**src/rtl/ex_branch_resolve_if.sv**
```systemverilog
// rtl/ex_branch_resolve_if.sv - EX-stage operand/flag inputs and EX/MEM, redirect outputs of branch resolve
interface ex_branch_resolve_if #(
    parameter int WIDTH = 32,
    parameter int CNT_W = 16
);
    logic             valid_i;
    logic             stall_i;
    logic             branch_i;
    logic             jal_i;
    logic             jalr_i;
    logic [2:0]       funct3_i;
    logic [WIDTH-1:0] pc_i;
    logic [WIDTH-1:0] imm_i;
    logic [4:0]       rd_i;
    logic             reg_write_i;
    logic [WIDTH-1:0] alu_result_i;
    logic             zero_i;
    logic             negative_i;
    logic             carry_i;
    logic             over_flow_i;

    logic             mem_valid_o;
    logic [WIDTH-1:0] mem_result_o;
    logic [4:0]       mem_rd_o;
    logic             mem_reg_write_o;
    logic             redirect_o;
    logic [WIDTH-1:0] redirect_pc_o;
    logic [CNT_W-1:0] taken_cnt_o;

    modport master (
        output valid_i, stall_i, branch_i, jal_i, jalr_i, funct3_i, pc_i, imm_i,
               rd_i, reg_write_i, alu_result_i, zero_i, negative_i, carry_i, over_flow_i,
        input  mem_valid_o, mem_result_o, mem_rd_o, mem_reg_write_o,
               redirect_o, redirect_pc_o, taken_cnt_o
    );

    modport slave (
        input  valid_i, stall_i, branch_i, jal_i, jalr_i, funct3_i, pc_i, imm_i,
               rd_i, reg_write_i, alu_result_i, zero_i, negative_i, carry_i, over_flow_i,
        output mem_valid_o, mem_result_o, mem_rd_o, mem_reg_write_o,
               redirect_o, redirect_pc_o, taken_cnt_o
    );
endinterface

```
**src/rtl/ex_branch_resolve.sv**
```systemverilog
// rtl/ex_branch_resolve.sv - EX-stage branch/jump resolution, EX/MEM register and wrong-path squash
module ex_branch_resolve #(
    parameter int WIDTH       = 32,
    parameter int FLUSH_SLOTS = 2,
    parameter int CNT_W       = 16
) (
    input logic              clk,
    input logic              rst_n,
    ex_branch_resolve_if.slave ex
);
    typedef enum logic [0:0] {RUN, KILL} state_t;

    localparam logic [2:0] FLUSH_INIT = 3'(FLUSH_SLOTS);

    state_t           state, state_nxt;
    logic [2:0]       kill_cnt, kill_cnt_nxt;
    logic             accept, killed, issue;
    logic             eq, lt, ltu, cond, taken, is_jump;
    logic [WIDTH-1:0] target, link;

    logic             mem_valid_q;
    logic [WIDTH-1:0] mem_result_q;
    logic [4:0]       mem_rd_q;
    logic             mem_reg_write_q;
    logic             redirect_q;
    logic [WIDTH-1:0] redirect_pc_q;
    logic [CNT_W-1:0] taken_cnt_q;

    // Branch compare from subtract flags: carry=1 means a >= b unsigned.
    always_comb begin
        eq      = ex.zero_i;
        lt      = ex.negative_i ^ ex.over_flow_i;
        ltu     = ~ex.carry_i;
        cond    = 1'b0;
        case (ex.funct3_i)
            3'b000:  cond = eq;
            3'b001:  cond = ~eq;
            3'b100:  cond = lt;
            3'b101:  cond = ~lt;
            3'b110:  cond = ltu;
            3'b111:  cond = ~ltu;
            default: cond = 1'b0;
        endcase
        is_jump = ex.jal_i | ex.jalr_i;
        taken   = is_jump | (ex.branch_i & cond);
        if (ex.jalr_i)
            target = {ex.alu_result_i[WIDTH-1:1], 1'b0};
        else
            target = ex.pc_i + ex.imm_i;
        link    = ex.pc_i + WIDTH'(4);
    end

    assign accept = ex.valid_i & ~ex.stall_i;

    always_comb begin
        state_nxt    = state;
        kill_cnt_nxt = kill_cnt;
        issue        = 1'b0;
        killed       = 1'b0;
        case (state)
            RUN: begin
                if (accept && taken) begin
                    issue        = 1'b1;
                    state_nxt    = KILL;
                    kill_cnt_nxt = FLUSH_INIT;
                end
            end
            KILL: begin
                killed = 1'b1;
                if (accept) begin
                    kill_cnt_nxt = kill_cnt - 3'd1;
                    if (kill_cnt == 3'd1)
                        state_nxt = RUN;
                end
            end
            default: state_nxt = RUN;
        endcase
    end

    always_ff @(posedge clk) begin
        if (!rst_n) begin
            state    <= RUN;
            kill_cnt <= 3'd0;
        end else begin
            state    <= state_nxt;
            kill_cnt <= kill_cnt_nxt;
        end
    end

    // A stall freezes the whole EX/MEM boundary, including a pending redirect pulse.
    always_ff @(posedge clk) begin
        if (!rst_n) begin
            mem_valid_q     <= 1'b0;
            mem_result_q    <= '0;
            mem_rd_q        <= 5'd0;
            mem_reg_write_q <= 1'b0;
            redirect_q      <= 1'b0;
            redirect_pc_q   <= '0;
            taken_cnt_q     <= '0;
        end else if (!ex.stall_i) begin
            mem_valid_q     <= accept & ~killed;
            mem_result_q    <= is_jump ? link : ex.alu_result_i;
            mem_rd_q        <= ex.rd_i;
            mem_reg_write_q <= accept & ~killed & ex.reg_write_i & (is_jump | ~ex.branch_i);
            redirect_q      <= issue;
            if (issue)
                redirect_pc_q <= target;
            if (issue && !(&taken_cnt_q))
                taken_cnt_q <= taken_cnt_q + CNT_W'(1);
        end
    end

    assign ex.mem_valid_o     = mem_valid_q;
    assign ex.mem_result_o    = mem_result_q;
    assign ex.mem_rd_o        = mem_rd_q;
    assign ex.mem_reg_write_o = mem_reg_write_q;
    assign ex.redirect_o      = redirect_q;
    assign ex.redirect_pc_o   = redirect_pc_q;
    assign ex.taken_cnt_o     = taken_cnt_q;
endmodule

```
**src/flat_wrapper.sv**
```systemverilog
// flat-port wrapper written by rule: the top's interface ports become plain ports
module ex_branch_resolve_flat 
#(
    parameter int WIDTH       = 32,
    parameter int FLUSH_SLOTS = 2,
    parameter int CNT_W       = 16
)
  (clk, rst_n, ex_valid_i, ex_stall_i, ex_branch_i, ex_jal_i, ex_jalr_i, ex_funct3_i, ex_pc_i, ex_imm_i, ex_rd_i, ex_reg_write_i, ex_alu_result_i, ex_zero_i, ex_negative_i, ex_carry_i, ex_over_flow_i, ex_mem_valid_o, ex_mem_result_o, ex_mem_rd_o, ex_mem_reg_write_o, ex_redirect_o, ex_redirect_pc_o, ex_taken_cnt_o);
  ex_branch_resolve_if #(.WIDTH(WIDTH), .CNT_W(CNT_W)) ex_i ();
  input logic clk;
  input logic rst_n;
  input wire logic [$bits(ex_i.valid_i)-1:0] ex_valid_i;
  input wire logic [$bits(ex_i.stall_i)-1:0] ex_stall_i;
  input wire logic [$bits(ex_i.branch_i)-1:0] ex_branch_i;
  input wire logic [$bits(ex_i.jal_i)-1:0] ex_jal_i;
  input wire logic [$bits(ex_i.jalr_i)-1:0] ex_jalr_i;
  input wire logic [$bits(ex_i.funct3_i)-1:0] ex_funct3_i;
  input wire logic [$bits(ex_i.pc_i)-1:0] ex_pc_i;
  input wire logic [$bits(ex_i.imm_i)-1:0] ex_imm_i;
  input wire logic [$bits(ex_i.rd_i)-1:0] ex_rd_i;
  input wire logic [$bits(ex_i.reg_write_i)-1:0] ex_reg_write_i;
  input wire logic [$bits(ex_i.alu_result_i)-1:0] ex_alu_result_i;
  input wire logic [$bits(ex_i.zero_i)-1:0] ex_zero_i;
  input wire logic [$bits(ex_i.negative_i)-1:0] ex_negative_i;
  input wire logic [$bits(ex_i.carry_i)-1:0] ex_carry_i;
  input wire logic [$bits(ex_i.over_flow_i)-1:0] ex_over_flow_i;
  output wire logic [$bits(ex_i.mem_valid_o)-1:0] ex_mem_valid_o;
  output wire logic [$bits(ex_i.mem_result_o)-1:0] ex_mem_result_o;
  output wire logic [$bits(ex_i.mem_rd_o)-1:0] ex_mem_rd_o;
  output wire logic [$bits(ex_i.mem_reg_write_o)-1:0] ex_mem_reg_write_o;
  output wire logic [$bits(ex_i.redirect_o)-1:0] ex_redirect_o;
  output wire logic [$bits(ex_i.redirect_pc_o)-1:0] ex_redirect_pc_o;
  output wire logic [$bits(ex_i.taken_cnt_o)-1:0] ex_taken_cnt_o;
  assign ex_i.valid_i = ex_valid_i;
  assign ex_i.stall_i = ex_stall_i;
  assign ex_i.branch_i = ex_branch_i;
  assign ex_i.jal_i = ex_jal_i;
  assign ex_i.jalr_i = ex_jalr_i;
  assign ex_i.funct3_i = ex_funct3_i;
  assign ex_i.pc_i = ex_pc_i;
  assign ex_i.imm_i = ex_imm_i;
  assign ex_i.rd_i = ex_rd_i;
  assign ex_i.reg_write_i = ex_reg_write_i;
  assign ex_i.alu_result_i = ex_alu_result_i;
  assign ex_i.zero_i = ex_zero_i;
  assign ex_i.negative_i = ex_negative_i;
  assign ex_i.carry_i = ex_carry_i;
  assign ex_i.over_flow_i = ex_over_flow_i;
  assign ex_mem_valid_o = ex_i.mem_valid_o;
  assign ex_mem_result_o = ex_i.mem_result_o;
  assign ex_mem_rd_o = ex_i.mem_rd_o;
  assign ex_mem_reg_write_o = ex_i.mem_reg_write_o;
  assign ex_redirect_o = ex_i.redirect_o;
  assign ex_redirect_pc_o = ex_i.redirect_pc_o;
  assign ex_taken_cnt_o = ex_i.taken_cnt_o;
  ex_branch_resolve #(.WIDTH(WIDTH), .FLUSH_SLOTS(FLUSH_SLOTS), .CNT_W(CNT_W)) u_core (.clk(clk), .rst_n(rst_n), .ex(ex_i));
endmodule
```
**config.mk**
```make
export PLATFORM = sky130hd
export DESIGN_NAME = ex_branch_resolve_flat
export DESIGN_NICKNAME = d
export VERILOG_FILES = /design/src/rtl/ex_branch_resolve_if.sv /design/src/rtl/ex_branch_resolve.sv /design/src/flat_wrapper.sv
export SDC_FILE = /design/constraint.sdc
export NUM_CORES = 1
export LEC_CHECK = 0
export CAP_MARGIN = 20
export CORE_UTILIZATION = 49
export CTS_BUF_LIST = sky130_fd_sc_hd__clkbuf_4
export CTS_CLUSTER_DIAMETER = 150
export DETAILED_ROUTE_END_ITERATION = 10
export MAX_ROUTING_LAYER = met4
export PLACE_DENSITY = 0.84
export SYNTH_ARGS = -nofsm -noshare
export SYNTH_HDL_FRONTEND = slang
export SYNTH_SLANG_ARGS = --single-unit
```
**constraint.sdc**
```tcl
create_clock -name clk -period 3 [get_ports clk]
set_clock_uncertainty 0.1 [all_clocks]
set_input_delay 0.6 -clock clk [delete_from_list [all_inputs] [get_ports clk]]
set_output_delay 0.6 -clock clk [all_outputs]
set_load 0.01 [all_outputs]
```
==> results.cfg <==
[placed_design]
dpl-instance-area_sq_um = 9220
gp_congestion = 0.990
port_buffers = 203
hpwl_um = 17900
dp_worst_setup_slack_ns = -0.392
dp.cells = 1263

[routing]
drtAntennaViolNets = 0
drt_wl_total_um = 22800
vias = 7483
drt_iter0_markers = 793
drcViolationCount = 0
avgRoutedWirePerCell_um = 17.8
detail_route.vias_per_cell = 5.85
first_pass_iters = 5

[critical_path]
ff2ff_setup_slack_ns = 0.76
critical_path_class = primary input to flip-flop
worst_setup_path_start_kind = primary input
cp-end-kind = flip-flop
cp.arrival_ns = 3.20
critPathMaxFanout = 3
required_ns = 3.27

[die]
dieHeight_um = 117
placementRows = 41
dieWidth_um = 117
core_area_sq_um = 12700
start_util_pct = 50.6
io_pins = 204
dieArea_sq_um = 13600

[timing]
finalSetupTns_ns = 0
tightest_slew_ns = 0.778
setup_viol = 0
relSlewSlack_pct = 48.1
fin_ws_ns = 0.0700
slew_viol_final = 0
max_freq_mhz = 341
finalCriticalPeriod_ns = 2.93
finalHoldViolations = 0
finalCritPeriodShare_pct = 97.7
holdWs_ns = 0.361

[logic_synthesis]
synth_nets = 990
ys.flop_type = dfxtp_1
ys_top_cells_by_area = dfxtp_1, ha_1, nor2_1, a21oi_1, xnor2_1
synth_area_sq_um = 6430
synth_seq_cells = 92
syn_inst = 838
ys_seq_area_share_pct = 28.6
synth_edf_count = 0
yosys_warnings = 0
post-synth-top-count-cell = nor2_1
synth-async-reset-ratio_pct = 0
synthTopCellsByCount = nor2_1, dfxtp_1, nand2_1
avgSynthCellArea_sq_um = 7.68
ys_types = 76
synth_top_area_cell = dfxtp_1
synth.top_cell.area_share_pct = 28.6

[hold_path]
min_path_type = flip-flop to flip-flop

[pwr]
power_mw = 3.21
ir_worst_vdd_mv = 0.197
p_leak_nw = 3.65
p_per_area_nw_per_um2 = 343

[layout]
finalNetCount = 1255
area_growth_syn_to_layout_pct = 45.3
fin_area_sq_um = 9350
drive_gt1_share_pct = 12.7
final_cells = 1280
post-route-util_pct = 73.5

[global_routing]
grt.total_usage_pct = 34.5
grt-ovfl-total = 0
grt_pass1_wl_um = 35300
grt_max_degree = 67
antenna_found_initial = 1
grt_pass1_vias = 6921

[cts]
insertion_delay_ns = 0.47
h-tree-depth = 3
cts_sinks = 92
clk_path_buf_depth = 2
path_clk_slew_ns = 0.14
clock-root-buffer = clkbuf_4
cts_tree = yes
cts_buffers = 9

[flow_run]
drv_cap = 0

[run_status]
status = finished, final reports clean
==> logic make-up (layout without fill, tap and decap cells) <==
family                   count (synthesis)  after routing  share of synthesized area [%]
AO/OA/AOI/OAI                          252            252                           25.5
XOR/XNOR                                63             63                           8.79
adder cells (fa/ha/maj)                 36             36                           7.12
buffers and inverters                   62            331                           4.03
flip-flops                              92             92                           28.6
multiplexers                            14             14                           2.20
other                                    0              1                              0
AND/OR/NAND/NOR                        319            319                           23.7
==> flip-flops by register name, summed over array words and instances (netlist names) <==
name                       count
u_core.ex.redirect_o           1
u_core.ex.mem_reg_write_o      1
u_core.ex.mem_result_o        32
u_core.state                   1
u_core.ex.mem_valid_o          1
u_core.kill_cnt                3
u_core.ex.taken_cnt_o         16
u_core.ex.mem_rd_o             5
u_core.ex.redirect_pc_o       32
==> worst max-delay path: stages <==
cell             delay [ns]
clkdlybuf4s50_1        0.43
ha_1                   0.22
fa_1                   0.41
a211oi_2               0.28
buf_4                  0.16
o21ai_1                0.12
a211oi_2               0.35
buf_4                  0.16
buf_4                  0.10
nor3_1                 0.04
o21ai_0                0.23
a31oi_1                0.11
==> final cells by class <==
| class | count | area (sq um) |
|---|---|---|
| multi-input combinational | 684 | 4340 |
| fill | 1041 | 3370 |
| timing repair buffer | 303 | 2790 |
| sequential | 92 | 1840 |
| tap | 172 | 215 |
| clock buffer | 11 | 82.6 |
| inverter | 13 | 48.8 |
| clock inverter | 4 | 26.3 |
| antenna | 1 | 2.50 |
==> layout by cell type, fill, tap and decap left out, types with 3 or more instances in the layout <==
master / count
o21ai_1: 4
nand3b_1: 3
a31oi_1: 10
clkdlybuf4s50_1: 202
o21a_1: 7
a21oi_1: 80
o22ai_1: 3
o21ai_0: 53
mux2i_1: 13
or3_1: 5
nand2_1: 81
inv_1: 12
buf_4: 99
a211oi_2: 3
o2111ai_1: 3
o211ai_1: 8
o31ai_1: 6
xnor2_1: 39
a221oi_1: 4
a211oi_1: 29
and2_1: 6
nor3_1: 20
clkbuf_4: 11
nand4_1: 17
and4_1: 5
o21bai_1: 4
dfxtp_1: 92
o211a_1: 3
nor4_1: 5
and3_1: 13
a21o_1: 10
xor2_1: 23
nand3_1: 30
ha_1: 35
nor2_1: 114
or2_2: 4
==> power breakdown <==
group	switching [mW]	internal, mW	total, mW
Sequential	0.0412	1.29	1.33
Clock	0.456	0.186	0.642
Combinational	0.620	0.617	1.24
==> final timing paths <==
path	startpoint	to	depth (start not counted)
worst max-delay path	ex_pc_i[0]	u_core.ex.redirect_pc_o[14]	12
worst min-delay path	u_core.ex.redirect_pc_o[2]	u_core.ex.redirect_pc_o[2]	2
worst max register to register	u_core.ex.taken_cnt_o[3]	u_core.ex.taken_cnt_o[7]	8
worst min register to register	u_core.ex.redirect_pc_o[2]	u_core.ex.redirect_pc_o[2]	2
==> what timing repair did <==
action | CTS | global route
hold buffers | 0 | 0
setup buffers | 0 | 1
resized for setup | 0 | 3
endpoints found under the setup margin | 0 | 4
==> per-layer routing <==
metal	part of all wire [%]	track usage [%]	up-vias
met3	9.2	6.38	60
li1	-	-	3586
met4	2.8	11.6	0
met2	45	53.3	417
met5	0	-	-
met1	43	45.3	3420
(Power assumes the default switching activity.)
